## src/rtl/hazard_stall_unit_if.sv

```systemverilog
// hazard_stall_unit_if: EX/ID hazard inputs and pipeline-control outputs of the stall unit.
interface hazard_stall_unit_if #(parameter int REG_AW = 5);
  logic              id_ex_mem_read, id_ex_reg_write;
  logic [REG_AW-1:0] id_ex_dst, if_id_rs, if_id_rt;
  logic              if_id_use_rs, if_id_use_rt, if_id_is_branch, if_id_is_md, if_id_rd_hilo, if_id_flush;
  logic              pc_write, if_id_write, mux_ctrl, md_busy;
  logic [15:0]       stall_cycles;
  modport master (
    output id_ex_mem_read, id_ex_reg_write, id_ex_dst, if_id_rs, if_id_rt,
           if_id_use_rs, if_id_use_rt, if_id_is_branch, if_id_is_md, if_id_rd_hilo, if_id_flush,
    input  pc_write, if_id_write, mux_ctrl, md_busy, stall_cycles
  );
  modport slave (
    input  id_ex_mem_read, id_ex_reg_write, id_ex_dst, if_id_rs, if_id_rt,
           if_id_use_rs, if_id_use_rt, if_id_is_branch, if_id_is_md, if_id_rd_hilo, if_id_flush,
    output pc_write, if_id_write, mux_ctrl, md_busy, stall_cycles
  );
endinterface

```

## src/rtl/hazard_stall_unit.sv

```systemverilog
// hazard_stall_unit: load-use / branch-in-ID / mul-div interlock stall controller with
// flush cancellation and a saturating stall-cycle counter.
module hazard_stall_unit #(
  parameter int REG_AW       = 5,
  parameter int LOAD_STALL   = 1,
  parameter int MD_LAT       = 4,
  parameter int BRANCH_IN_ID = 1
) (
  input logic             clk,
  input logic             rst_n,
  hazard_stall_unit_if.slave hz
);
  typedef enum logic {IDLE, LSTALL} state_t;
  state_t      state, stateNext;
  logic [2:0]  cnt, cntNext;
  logic [5:0]  mdCnt;
  logic [15:0] stallCnt;
  logic [3:0]  loadLen;
  logic        matchRs, matchRt, isBranch, loadHz, lstallSt, mdBusy, mdHz, stall;
  assign matchRs  = hz.if_id_use_rs && hz.if_id_rs == hz.id_ex_dst && hz.id_ex_dst != '0;
  assign matchRt  = hz.if_id_use_rt && hz.if_id_rt == hz.id_ex_dst && hz.id_ex_dst != '0;
  assign isBranch = BRANCH_IN_ID != 0 && hz.if_id_is_branch;
  assign loadHz   = !hz.if_id_flush && (matchRs || matchRt) &&
                    (hz.id_ex_mem_read || (isBranch && hz.id_ex_reg_write));
  // a branch comparing in ID needs one extra bubble after a load; an ALU producer needs one
  assign loadLen  = !hz.id_ex_mem_read ? 4'd1 : isBranch ? 4'(LOAD_STALL + 1) : 4'(LOAD_STALL);
  assign lstallSt = state == LSTALL && !hz.if_id_flush;
  assign mdBusy   = mdCnt != '0;
  assign mdHz     = mdBusy && (hz.if_id_is_md || hz.if_id_rd_hilo) && !hz.if_id_flush;
  assign stall    = loadHz || lstallSt || mdHz;
  // controls are forced to their pass-through values while reset is held
  assign hz.pc_write     = !rst_n || !stall;
  assign hz.if_id_write  = !rst_n || !stall;
  assign hz.mux_ctrl     = !rst_n || !stall;
  assign hz.md_busy      = rst_n && mdBusy;
  assign hz.stall_cycles = stallCnt;
  always_comb begin
    stateNext = state == IDLE ? (loadHz && loadLen > 4'd1 ? LSTALL : IDLE)
                              : (hz.if_id_flush || cnt == 3'd1 ? IDLE : LSTALL);
    cntNext   = state == IDLE ? 3'(loadLen - 4'd1) : cnt - 3'd1;
  end
  always_ff @(posedge clk) begin
    if (!rst_n) begin
      state <= IDLE;
      cnt   <= '0;
    end else begin
      state <= stateNext;
      cnt   <= cntNext;
    end
  end
  always_ff @(posedge clk) begin
    if (!rst_n) begin
      mdCnt    <= '0;
      stallCnt <= '0;
    end else begin
      mdCnt    <= hz.if_id_is_md && !stall ? 6'(MD_LAT) : mdCnt - 6'(mdBusy);
      stallCnt <= stallCnt + 16'(stall && stallCnt != 16'hFFFF);
    end
  end
endmodule

```

## src/flat_wrapper.sv

```systemverilog
// flat-port wrapper written by rule: the top's interface ports become plain ports
module hazard_stall_unit_flat 
#(
  parameter int REG_AW       = 5,
  parameter int LOAD_STALL   = 1,
  parameter int MD_LAT       = 4,
  parameter int BRANCH_IN_ID = 1
)
  (clk, rst_n, hz_id_ex_mem_read, hz_id_ex_reg_write, hz_id_ex_dst, hz_if_id_rs, hz_if_id_rt, hz_if_id_use_rs, hz_if_id_use_rt, hz_if_id_is_branch, hz_if_id_is_md, hz_if_id_rd_hilo, hz_if_id_flush, hz_pc_write, hz_if_id_write, hz_mux_ctrl, hz_md_busy, hz_stall_cycles);
  hazard_stall_unit_if #(.REG_AW(REG_AW)) hz_i ();
  input logic clk;
  input logic rst_n;
  input wire logic [$bits(hz_i.id_ex_mem_read)-1:0] hz_id_ex_mem_read;
  input wire logic [$bits(hz_i.id_ex_reg_write)-1:0] hz_id_ex_reg_write;
  input wire logic [$bits(hz_i.id_ex_dst)-1:0] hz_id_ex_dst;
  input wire logic [$bits(hz_i.if_id_rs)-1:0] hz_if_id_rs;
  input wire logic [$bits(hz_i.if_id_rt)-1:0] hz_if_id_rt;
  input wire logic [$bits(hz_i.if_id_use_rs)-1:0] hz_if_id_use_rs;
  input wire logic [$bits(hz_i.if_id_use_rt)-1:0] hz_if_id_use_rt;
  input wire logic [$bits(hz_i.if_id_is_branch)-1:0] hz_if_id_is_branch;
  input wire logic [$bits(hz_i.if_id_is_md)-1:0] hz_if_id_is_md;
  input wire logic [$bits(hz_i.if_id_rd_hilo)-1:0] hz_if_id_rd_hilo;
  input wire logic [$bits(hz_i.if_id_flush)-1:0] hz_if_id_flush;
  output wire logic [$bits(hz_i.pc_write)-1:0] hz_pc_write;
  output wire logic [$bits(hz_i.if_id_write)-1:0] hz_if_id_write;
  output wire logic [$bits(hz_i.mux_ctrl)-1:0] hz_mux_ctrl;
  output wire logic [$bits(hz_i.md_busy)-1:0] hz_md_busy;
  output wire logic [$bits(hz_i.stall_cycles)-1:0] hz_stall_cycles;
  assign hz_i.id_ex_mem_read = hz_id_ex_mem_read;
  assign hz_i.id_ex_reg_write = hz_id_ex_reg_write;
  assign hz_i.id_ex_dst = hz_id_ex_dst;
  assign hz_i.if_id_rs = hz_if_id_rs;
  assign hz_i.if_id_rt = hz_if_id_rt;
  assign hz_i.if_id_use_rs = hz_if_id_use_rs;
  assign hz_i.if_id_use_rt = hz_if_id_use_rt;
  assign hz_i.if_id_is_branch = hz_if_id_is_branch;
  assign hz_i.if_id_is_md = hz_if_id_is_md;
  assign hz_i.if_id_rd_hilo = hz_if_id_rd_hilo;
  assign hz_i.if_id_flush = hz_if_id_flush;
  assign hz_pc_write = hz_i.pc_write;
  assign hz_if_id_write = hz_i.if_id_write;
  assign hz_mux_ctrl = hz_i.mux_ctrl;
  assign hz_md_busy = hz_i.md_busy;
  assign hz_stall_cycles = hz_i.stall_cycles;
  hazard_stall_unit #(.REG_AW(REG_AW), .LOAD_STALL(LOAD_STALL), .MD_LAT(MD_LAT), .BRANCH_IN_ID(BRANCH_IN_ID)) u_core (.clk(clk), .rst_n(rst_n), .hz(hz_i));
endmodule
```

## config.mk

```make
export PLATFORM = sky130hd
export DESIGN_NAME = hazard_stall_unit_flat
export DESIGN_NICKNAME = d
export VERILOG_FILES = /design/src/rtl/hazard_stall_unit_if.sv /design/src/rtl/hazard_stall_unit.sv /design/src/flat_wrapper.sv
export SDC_FILE = /design/constraint.sdc
export NUM_CORES = 1
export LEC_CHECK = 0
export ABC_AREA = 1
export CAP_MARGIN = 0
export CORE_MARGIN = 2
export CORE_UTILIZATION = 40
export CTS_BUF_LIST = sky130_fd_sc_hd__clkbuf_16
export CTS_CLUSTER_DIAMETER = 100
export DETAILED_ROUTE_END_ITERATION = 8
export PLACE_DENSITY = 0.77
export SYNTH_ARGS = -nofsm -noshare
export SYNTH_HDL_FRONTEND = slang
export SYNTH_SLANG_ARGS = --single-unit
```

## constraint.sdc

```tcl
create_clock -name clk -period 2 [get_ports clk]
set_input_delay 0.4 -clock clk [delete_from_list [all_inputs] [get_ports clk]]
set_output_delay 0.4 -clock clk [all_outputs]
set_load 0.01 [all_outputs]
```

==> metrics, run 1 <==
Num CTS Buffers 3; CP Cell Sequence buf_6 -> inv_2 -> nand2_2 -> nand2_2 -> nor2_2 -> nand3_2 -> nand2_2 -> nand3_4 -> nand2_4 -> o21a_1 -> ha_4 -> buf_6 -> ha_4 -> nand3_2 -> nor2_2 -> inv_2 -> buf_4 -> o21ai_1 -> a21oi_2; Mapped Area 1470 um^2; worst setup margin -0.389 ns; initial antenna violation count 0; Initial DRT Pass Iterations 4; nets@finish 350; routed length per instance 15.1 um; Final Total Pwr 1.86 mW; DRC violations left 0; CTS tree yes; Worst Skew 0.00686 ns; failing checks setup timing; vias 1,821; average size of a mapped cell 6.88 um^2; most frequent cell after synthesis nand2_1; H-tree lvl count 1; part of the cycle the worst path needs 119%; clock share of power 24.2%; Req. time, crit path 2.14 ns; cts hold-fix bufs 0; kind of cell adding the most delay to the critical path simple AND/OR/NAND/NOR gates; PwrDens 666 nW/um^2; Clock Root Buffer clkbuf_16; clock transition at the registers of the reported paths 0.06 ns; biggest area consumer among synthesized cells dfxtp_1; I/O pins 45; fin. max-slew vios 0; DRC marker count from the first detailed-route iteration 110; Post-Route WL 5510 um; chip height 64.7 um; clk buf depth 2; Max Fanout on Critical Path 3; initial core utilization 40.8%; Logic pwr share 41.9%; Post-DRT Antenna Nets 0; Int Power 1.25 mW; Cell variety after synth 28; Leak 1.32 nW; most frequent CP cell nand2_2; WS Path Type input pin to register; worst-margin pin slew 0.392 ns; largest cells by area after synthesis dfxtp_1, nand2_1, inv_1; sequential share of power 33.8%; WP data arrival 2.53 ns; EDFF count, synth 0; Fmax achieved 419 MHz; Core Area 3610 um^2; slowest CP cell o21ai_1; startpoint types input pin; clock tree sinks 26; most instantiated cells after synthesis nand2_1, inv_1, nor2_1, dfxtp_1; global-route wire length before repair 7290 um; Die ar. 4180 um^2; Skew-Pair Late Insertion Delay 0.27 ns; Crit. End Element register; Buf+Inv Stages, Crit Path 5; Die Width 64.7 um; RD Place Congestion 0.789; DR vias/cell 4.99; Synth warnings 0; status finished with violations; IO Port Bufs 44; Synth async-reset ratio 0%; Slew HR 73.8%; Ant. Diodes 0; GR Util All Layers 22.4%; vias in the first global route 1,656; synthesized net count 246; setup repair after global routing missed its margin yes; maximum capacitance violations 0; CP peak stage delay 0.25 ns; row count 22; P_sw 0.615 mW; final setup fails 16; Seq/Total Area, Yosys 35.4%; sw frac 33.0%; area delta synth->final 90.2%; Seq cells post-synth 26; Fin. Hold Viols 0; Final min period 2.39 ns; commonest register cell after synthesis dfxtp_1; Cells after Synth 214; Hold Path Class register to register; setup_tns -2.89 ns; share of layout cells above drive strength 1 49.2%; Synth top area share 35.4%; Peak VDD IR 0.000828 V; HPWL Detailed 2880 um; largest net degree at the start of global routing 15; GR Overflow Total 0
==> power groups by stage <==
stage | Combinational (mW) | Clock, mW | Sequential, mW
after floorplan | 0.304 | 0 | 0.619
after global placement | 0.544 | 0 | 0.613
after detailed placement | 0.565 | 0 | 0.614
after CTS | 0.621 | 0.448 | 0.606
after global routing | 0.840 | 0.478 | 0.636
final | 0.782 | 0.452 | 0.631
==> placed cells by master (no fill, tap or decap), drive strengths merged <==
cell type,n
buf,75
nand2,51
inv,39
nor2,33
dfxtp,26
clkdlybuf4s50,17
nand3,11
a21oi,10
o21ai,8
ha,7
dlygate4sd2,6
nand4,5
clkbuf,5
o21a,4
xor2,4
xnor2,4
nor3,3
clkinv,2
clkdlybuf4s15,2
a21o,1
a22oi,1
a211oi,1
o32ai,1
a31oi,1
==> kinds of logic (layout without fill, tap and decap cells) <==
kind of cell    after synthesis  count (layout)  synth area share (%)
compound gates               27              27                  10.7
xor+xnor                      8               8                  4.76
simple gates                103             103                  31.6
fa+ha+maj                     7               7                  5.95
flops                        26              26                  35.4
buf+inv                      43             146                  11.6
==> final cells by class <==
cell class                 instances  area, um^2
tap                               48        60.1
fill                             219         807
clock buffer                       3        75.1
sequential                        26         524
timing repair buffer             102         906
multi-input combinational        145        1040
clock inverter                     1        3.75
inverter                          40         185
==> per-layer routing <==
metal / global-route usage (%) / vias up / part of all wire (%)
met1: 25.6 / 847 / 39
met3: 4.86 / 27 / 4.6
met5: 0 / - / 0
met2: 39.7 / 68 / 51
li1: - / 879 / -
met4: 9.84 / 0 / 5.8
==> through the flow <==
step                      setup WS (ns)  hold slack, ns  area [um^2]  utilization [%]  instances
after floorplan                 -0.0489           0.452         1520                -        214
after global placement           -0.814           0.475         2230             61.8        334
after detailed placement         -0.886           0.476         2230             61.8        334
after CTS                        -0.218           0.489         2480             68.8        363
after global routing             -0.415           0.513         2800             77.6        365
final                            -0.389           0.489         2800             77.6        365
==> state kept, by name, indices dropped and copies added (netlist names), named ones only <==
signal / cells
u_core.mdCnt: 6
u_core.cnt: 2
u_core.hz.stall_cycles: 16
u_core.state: 1
==> path summary, 6_finish.rpt <==
| path | depth (start not counted) | slack (ns) | end | from |
|---|---|---|---|---|
| min | 1 | 0.49 | u_core.cnt[0] | u_core.cnt[0] |
| max reg2reg | 14 | -0.27 | u_core.hz.stall_cycles[10] | u_core.mdCnt[2] |
| min reg2reg | 1 | 0.49 | u_core.cnt[0] | u_core.cnt[0] |
| max | 19 | -0.39 | u_core.hz.stall_cycles[10] | hz_id_ex_dst[2] |
==> what timing repair did <==
item	4_1_cts	5_1_grt
pin swaps	29	47
gates resized for setup	88	108
setup buffers	25	11
endpoints found under the setup margin	19	25
Note: power is estimated with default switching activity, not from simulation.
==> run 2: changes to the inputs <==
PLACE_DENSITY = 0.74   (was 0.77)
clock period = 2.95 ns   (was 2 ns; I/O delays follow)
==> run 2 against run 1 <==
Net effect:
- count of clock-buffer cells in the layout unchanged
- design area down 26%
- the flow now finishes without violations
- power down 45%
- combinational power down 61%
- final cell count down 15%
- global-route usage down 5.2 points
==> metrics, run 2 (synthesized netlist as in run 1, its figures left out) <==
PwrDens 492 nW/um^2; vias in the first global route 1,338; maximum capacitance violations 0; kind of cell adding the most delay to the critical path buffers and inverters; Num CTS Buffers 3; RD Place Congestion 0.823; Hold Path Class register to register; clock tree sinks 26; Ant. Diodes 0; routed length per instance 10.3 um; Finished Layout Cells 312; Worst Skew 0.00476 ns; final setup fails 0; vias 1,388; Fin. Hold Viols 0; Hold WS 0.490 ns; Final min period 2.73 ns; global-route wire length before repair 5750 um; Post-DRT Antenna Nets 0; Placed Cells 308; largest net degree at the start of global routing 15; initial antenna violation count 0; DRC violations left 0; HPWL Detailed 2580 um; CP peak stage delay 0.50 ns; Core Area 3610 um^2; status finished, final reports clean; cts hold-fix bufs 0; Clock Root Buffer clkbuf_16; clk buf depth 2; IO Port Bufs 44; worst-margin pin slew 0.287 ns; area delta synth->final 41.3%; Layout fillers 348; WP data arrival 2.14 ns; Crit. End Element output pin; Die ar. 4180 um^2; commonest non-fill, non-tap cell in the layout nand2_1; Die Width 64.7 um; part of the cycle the worst path needs 92.6%; startpoint types input pin; Skew-Pair Late Insertion Delay 0.26 ns; clock transition at the registers of the reported paths 0.06 ns; H-tree lvl count 1; DRC marker count from the first detailed-route iteration 70; CP Cell Sequence clkdlybuf4s50_1 -> inv_1 -> nand2_1 -> nand2_1 -> nor2_2 -> nand3_1 -> nand2_1 -> nand3_1 -> nand2_1 -> nand2_1 -> dlygate4sd2_1; Initial DRT Pass Iterations 4; CTS tree yes; Post-Route WL 3210 um; max reg flops 16; I/O pins 45; share of layout cells above drive strength 1 7.20%; fin. max-slew vios 0; most frequent CP cell nand2_1; Peak VDD IR 0.000292 V; DR vias/cell 4.45; chip height 64.7 um; initial core utilization 40.8%; setup repair after global routing missed its margin no; row count 22; WS Path Type input pin to output pin; GR Overflow Total 0; Buf+Inv Stages, Crit Path 3; Leak 0.970 nW; Req. time, crit path 2.36 ns; commonest cells after routing, fill and taps aside nand2_1, clkdlybuf4s50_1, inv_1; Max Fanout on Critical Path 3; slowest CP cell clkdlybuf4s50_1; GR Util All Layers 17.1%; Slew HR 80.8%; nets@finish 297; Fmax achieved 366 MHz
==> run 2: cell types whose count changed in the layout (fill, tap and decap cells not counted), moves of 4 or more <==
cell,previous run,this run
buf_4,51,5
buf_6,20,0
clkdlybuf4s50_1,17,40
inv_1,25,39
inv_2,8,0
nand2_1,28,49
nand2_2,16,1
nand2_4,7,1
nand3_1,4,10
nor2_1,19,27
nor2_2,9,3
o21ai_0,2,8
o21ai_2,4,0
==> run 2: worst register-to-register path, delay by kind of cell (launching register included) <==
family,cells,cell delay [ns]
adder cells (fa/ha/maj),2,0.38
AND/OR/NAND/NOR,6,0.72
flip-flops,1,0.43
buffers and inverters,1,0.10
AO/OA/AOI/OAI,3,0.45
==> run 2: final cells by class <==
class / count / area [um^2] / share of cell area, %
Sequential cell: 26 / 520 / 25.0
Clock buffer: 3 / 75.1 / 3.61
Clock inverter: 1 / 3.75 / 0.181
Timing Repair Buffer: 49 / 477 / 22.9
Multi-Input combinational cell: 145 / 793 / 38.1
Inverter: 40 / 150 / 7.22
Tap cell: 48 / 60.1 / 2.89
==> run 2: per-layer routing <==
| layer | track usage [%] | vias up | wire length [um] |
|---|---|---|---|
| met4 | 3.19 | 0 | 35 |
| met2 | 29.9 | 17 | 1540 |
| met5 | 0 | - | 0 |
| li1 | - | 765 | - |
| met1 | 21.4 | 602 | 1550 |
| met3 | 4.34 | 4 | 88 |
==> run 2: path summary, 6_finish.rpt <==
check	start	to	slack [ns]	cells after the start
hold / removal	u_core.cnt[0]	u_core.cnt[0]	0.49	1
hold reg to reg	u_core.cnt[0]	u_core.cnt[0]	0.49	1
setup / recovery	hz_id_ex_dst[2]	hz_if_id_write	0.22	11
setup reg to reg	u_core.hz.stall_cycles[11]	u_core.hz.stall_cycles[14]	0.82	12
==> run 2: timing repair <==
item | in CTS | in global routing
resized for setup | 3 | 5
setup buffers | 0 | 0
setup endpoints to repair | 3 | 10
==> run 2: where the power goes <==
group	leakage [nW]	total (mW)	internal [mW]	switching (mW)
sequential	0.211	0.413	0.386	0.0266
clock	0.0385	0.304	0.182	0.123
combinational	0.721	0.307	0.158	0.149
==> run 2: per-stage QoR <==
stage / total power [mW] / setup slack, ns / setup TNS (ns) / instance area [um^2] / util [%]
global route: 1.10 / 0.0161 / 0 / 2080 / 57.7
detailed placement: 0.731 / -0.0915 / -0.411 / 1990 / 55.2
floorplan: 0.621 / 0.699 / 0 / 1470 / -
global placement: 0.728 / -0.0534 / -0.151 / 1990 / 55.2
CTS: 1.03 / 0.152 / 0 / 2060 / 57.3
finish: 1.02 / 0.218 / 0 / 2080 / 57.7
==> run 3: changes to the inputs <==
--- a/config.mk
+++ b/config.mk
@@ -14,2 +14,3 @@
 export DETAILED_ROUTE_END_ITERATION = 8
+export MAX_ROUTING_LAYER = met4
 export PLACE_DENSITY = 0.74
==> constraint.sdc (replaced) <==
create_clock -name clk -period 2.95 [get_ports clk]
set_input_delay 0.295 -clock clk [delete_from_list [all_inputs] [get_ports clk]]
set_output_delay 0.295 -clock clk [all_outputs]
set_load 0.01 [all_outputs]
==> run 3 against run 2 <==
Net effect:
- utilization is 0.62 points lower
- first-iteration DRC count is 13% higher
- sequential share of layout area is 0.27 points higher
- global-route usage is 0.49 points higher
- design area is 1.1% lower
- sequential cell count stayed put
- clock skew is 0.0017 ns lower
- count of clock-buffer cells in the layout stayed put
- sequential power hardly changed
- combinational power is 1% higher
- fmax is 6.4% higher
- hold slack better by 0.0029 ns
==> metrics, run 3 (synthesized netlist as in run 1, its figures left out) <==
status finished, final reports clean; CP startpoint hz_id_ex_dst[4]; part of the cycle the worst path needs 87.1%; Num CTS Buffers 3; cts hold-fix bufs 0; WP data arrival 2.72 ns; share of layout cells above drive strength 1 4.63%; FF-to-FF End u_core.hz.stall_cycles[15]; Int Power 0.817 mW; DRC violations left 0; DR vias/cell 4.64; IO Port Bufs 44; sw frac 26.8%; CTS tree yes; Layout fillers 345; r2r startpoint u_core.mdCnt[3]; Ant. Diodes 0; Clock Root Buffer clkbuf_16; P_sw 0.300 mW; Fmax achieved 389 MHz; largest net degree at the start of global routing 16; PwrDens 543 nW/um^2; initial antenna violation count 0; commonest non-fill, non-tap cell in the layout nand2_1; WS Path Type input pin to register; Skew-Pair Late Insertion Delay 0.26 ns; GR Util All Layers 17.6%; reg2reg setup slack 0.78 ns; clock tree sinks 26; GR Overflow Total 0; Peak VDD IR 0.000413 V; routed length per instance 10.8 um; Crit. End Element register; sequential share of power 37.0%; max reg flops 16; clock share of power 35.1%; I/O pins 45; Worst Setup EP u_core.hz.stall_cycles[15]; Die Width 64.7 um; Max Fanout on Critical Path 4; path depth of the worst reg2reg path 15; # resized after CTS 0; HPWL Detailed 2690 um; worst-margin pin slew 0.499 ns; Core Area 3610 um^2; commonest cells after routing, fill and taps aside nand2_1, clkdlybuf4s50_1, inv_1; initial core utilization 40.8%; setup repair after global routing missed its margin no; clk buf depth 2; Final min period 2.57 ns; Die ar. 4180 um^2; clock transition at the registers of the reported paths 0.06 ns; Req. time, crit path 3.10 ns; setup_tns 0 ns; H-tree lvl count 1; Initial DRT Pass Iterations 4; Post-DRT Antenna Nets 0; Final Util 57.0%; global-route wire length before repair 5720 um; Post-Route WL 3330 um; nets@finish 292; vias 1,423; DRC marker count from the first detailed-route iteration 79; final setup fails 0; chip height 64.7 um; maximum capacitance violations 0; Leak 0.957 nW; Logic pwr share 27.9%; vias in the first global route 1,340; Slew HR 66.6%; fin. max-slew vios 0; Fin. Hold Viols 0; Worst Skew 0.00304 ns; RD Place Congestion 0.891; area delta synth->final 39.8%; startpoint types input pin; setup repair bufs after CTS 0; Hold Path Class register to register; row count 22
## run 3: cell types whose count changed in the layout (fill, tap and decap cells not counted), moves of 2 or more
cell	change
buf_4	-5
clkdlybuf4s50_1	+4
dlygate4sd2_1	-3
nor2_1	+2
## run 3: power groups by stage
stage	Combinational (mW)	Sequential (mW)	Clock (mW)
2_1_floorplan	0.202	0.420	0
3_3_place_gp	0.304	0.420	0
3_5_place_dp	0.311	0.420	0
4_1_cts	0.314	0.413	0.399
5_1_grt	0.357	0.417	0.410
6_report	0.311	0.413	0.392
## run 3: area by class of cell
| type | instances | area (um^2) | area share [%] |
|---|---|---|---|
| Multi-Input combinational cell | 145 | 781 | 38.0 |
| Sequential cell | 26 | 520 | 25.3 |
| Timing Repair Buffer | 44 | 440 | 21.4 |
| Inverter | 40 | 150 | 7.30 |
| Clock buffer | 3 | 75.1 | 3.65 |
| Tap cell | 48 | 60.1 | 2.92 |
| Clock inverter | 1 | 30.0 | 1.46 |
## run 3: metal layers
layer  up-vias  share of wire [%]  wire [um]  global-route usage, %
li1        760                  -          -                      -
met1       639                 46       1550                   21.7
met2        19                 49       1640                   30.1
met3         5                3.1        104                   3.65
met4         0                1.1         38                   3.46
met5         -                  0          0                      -
## run 3: worst min-delay path by stage
stage / startpoint / endpoint / depth (start not counted)
after global routing: u_core.cnt[0] / u_core.cnt[0] / 1
after detailed placement: u_core.cnt[0] / u_core.cnt[0] / 1
after global placement: u_core.cnt[0] / u_core.cnt[0] / 1
final: u_core.cnt[0] / u_core.cnt[0] / 1
after floorplan: hz_if_id_flush / u_core.state / 1
after CTS: u_core.cnt[0] / u_core.cnt[0] / 1
## run 3: stage by stage
stage / total power [mW] / instances / cell area [um^2] / setup slack (ns) / hold WS (ns)
finish: 1.12 / 307 / 2060 / 0.381 / 0.493
global route: 1.18 / 307 / 2060 / 0.0874 / 0.551
CTS: 1.13 / 307 / 2060 / 0.372 / 0.496
detailed placement: 0.732 / 303 / 1950 / 0.140 / 0.479
global placement: 0.725 / 303 / 1950 / 0.242 / 0.480
floorplan: 0.621 / 214 / 1470 / 0.994 / 0.413
## run 3: worst max-delay path, cell delays in order
cell	delay, ns
clkdlybuf4s50_1	0.52
inv_1	0.07
nand2_1	0.06
nand2_1	0.05
nor2_1	0.10
nand3_1	0.09
nand2_1	0.08
nand3_1	0.09
nand2_1	0.10
o21a_1	0.12
ha_1	0.20
nand3_2	0.12
nor2_2	0.14
nand2_2	0.09
nor2_4	0.12
nand2_4	0.10
nor2_8	0.10
nand4_1	0.11
nand2_1	0.09
nor2_1	0.07
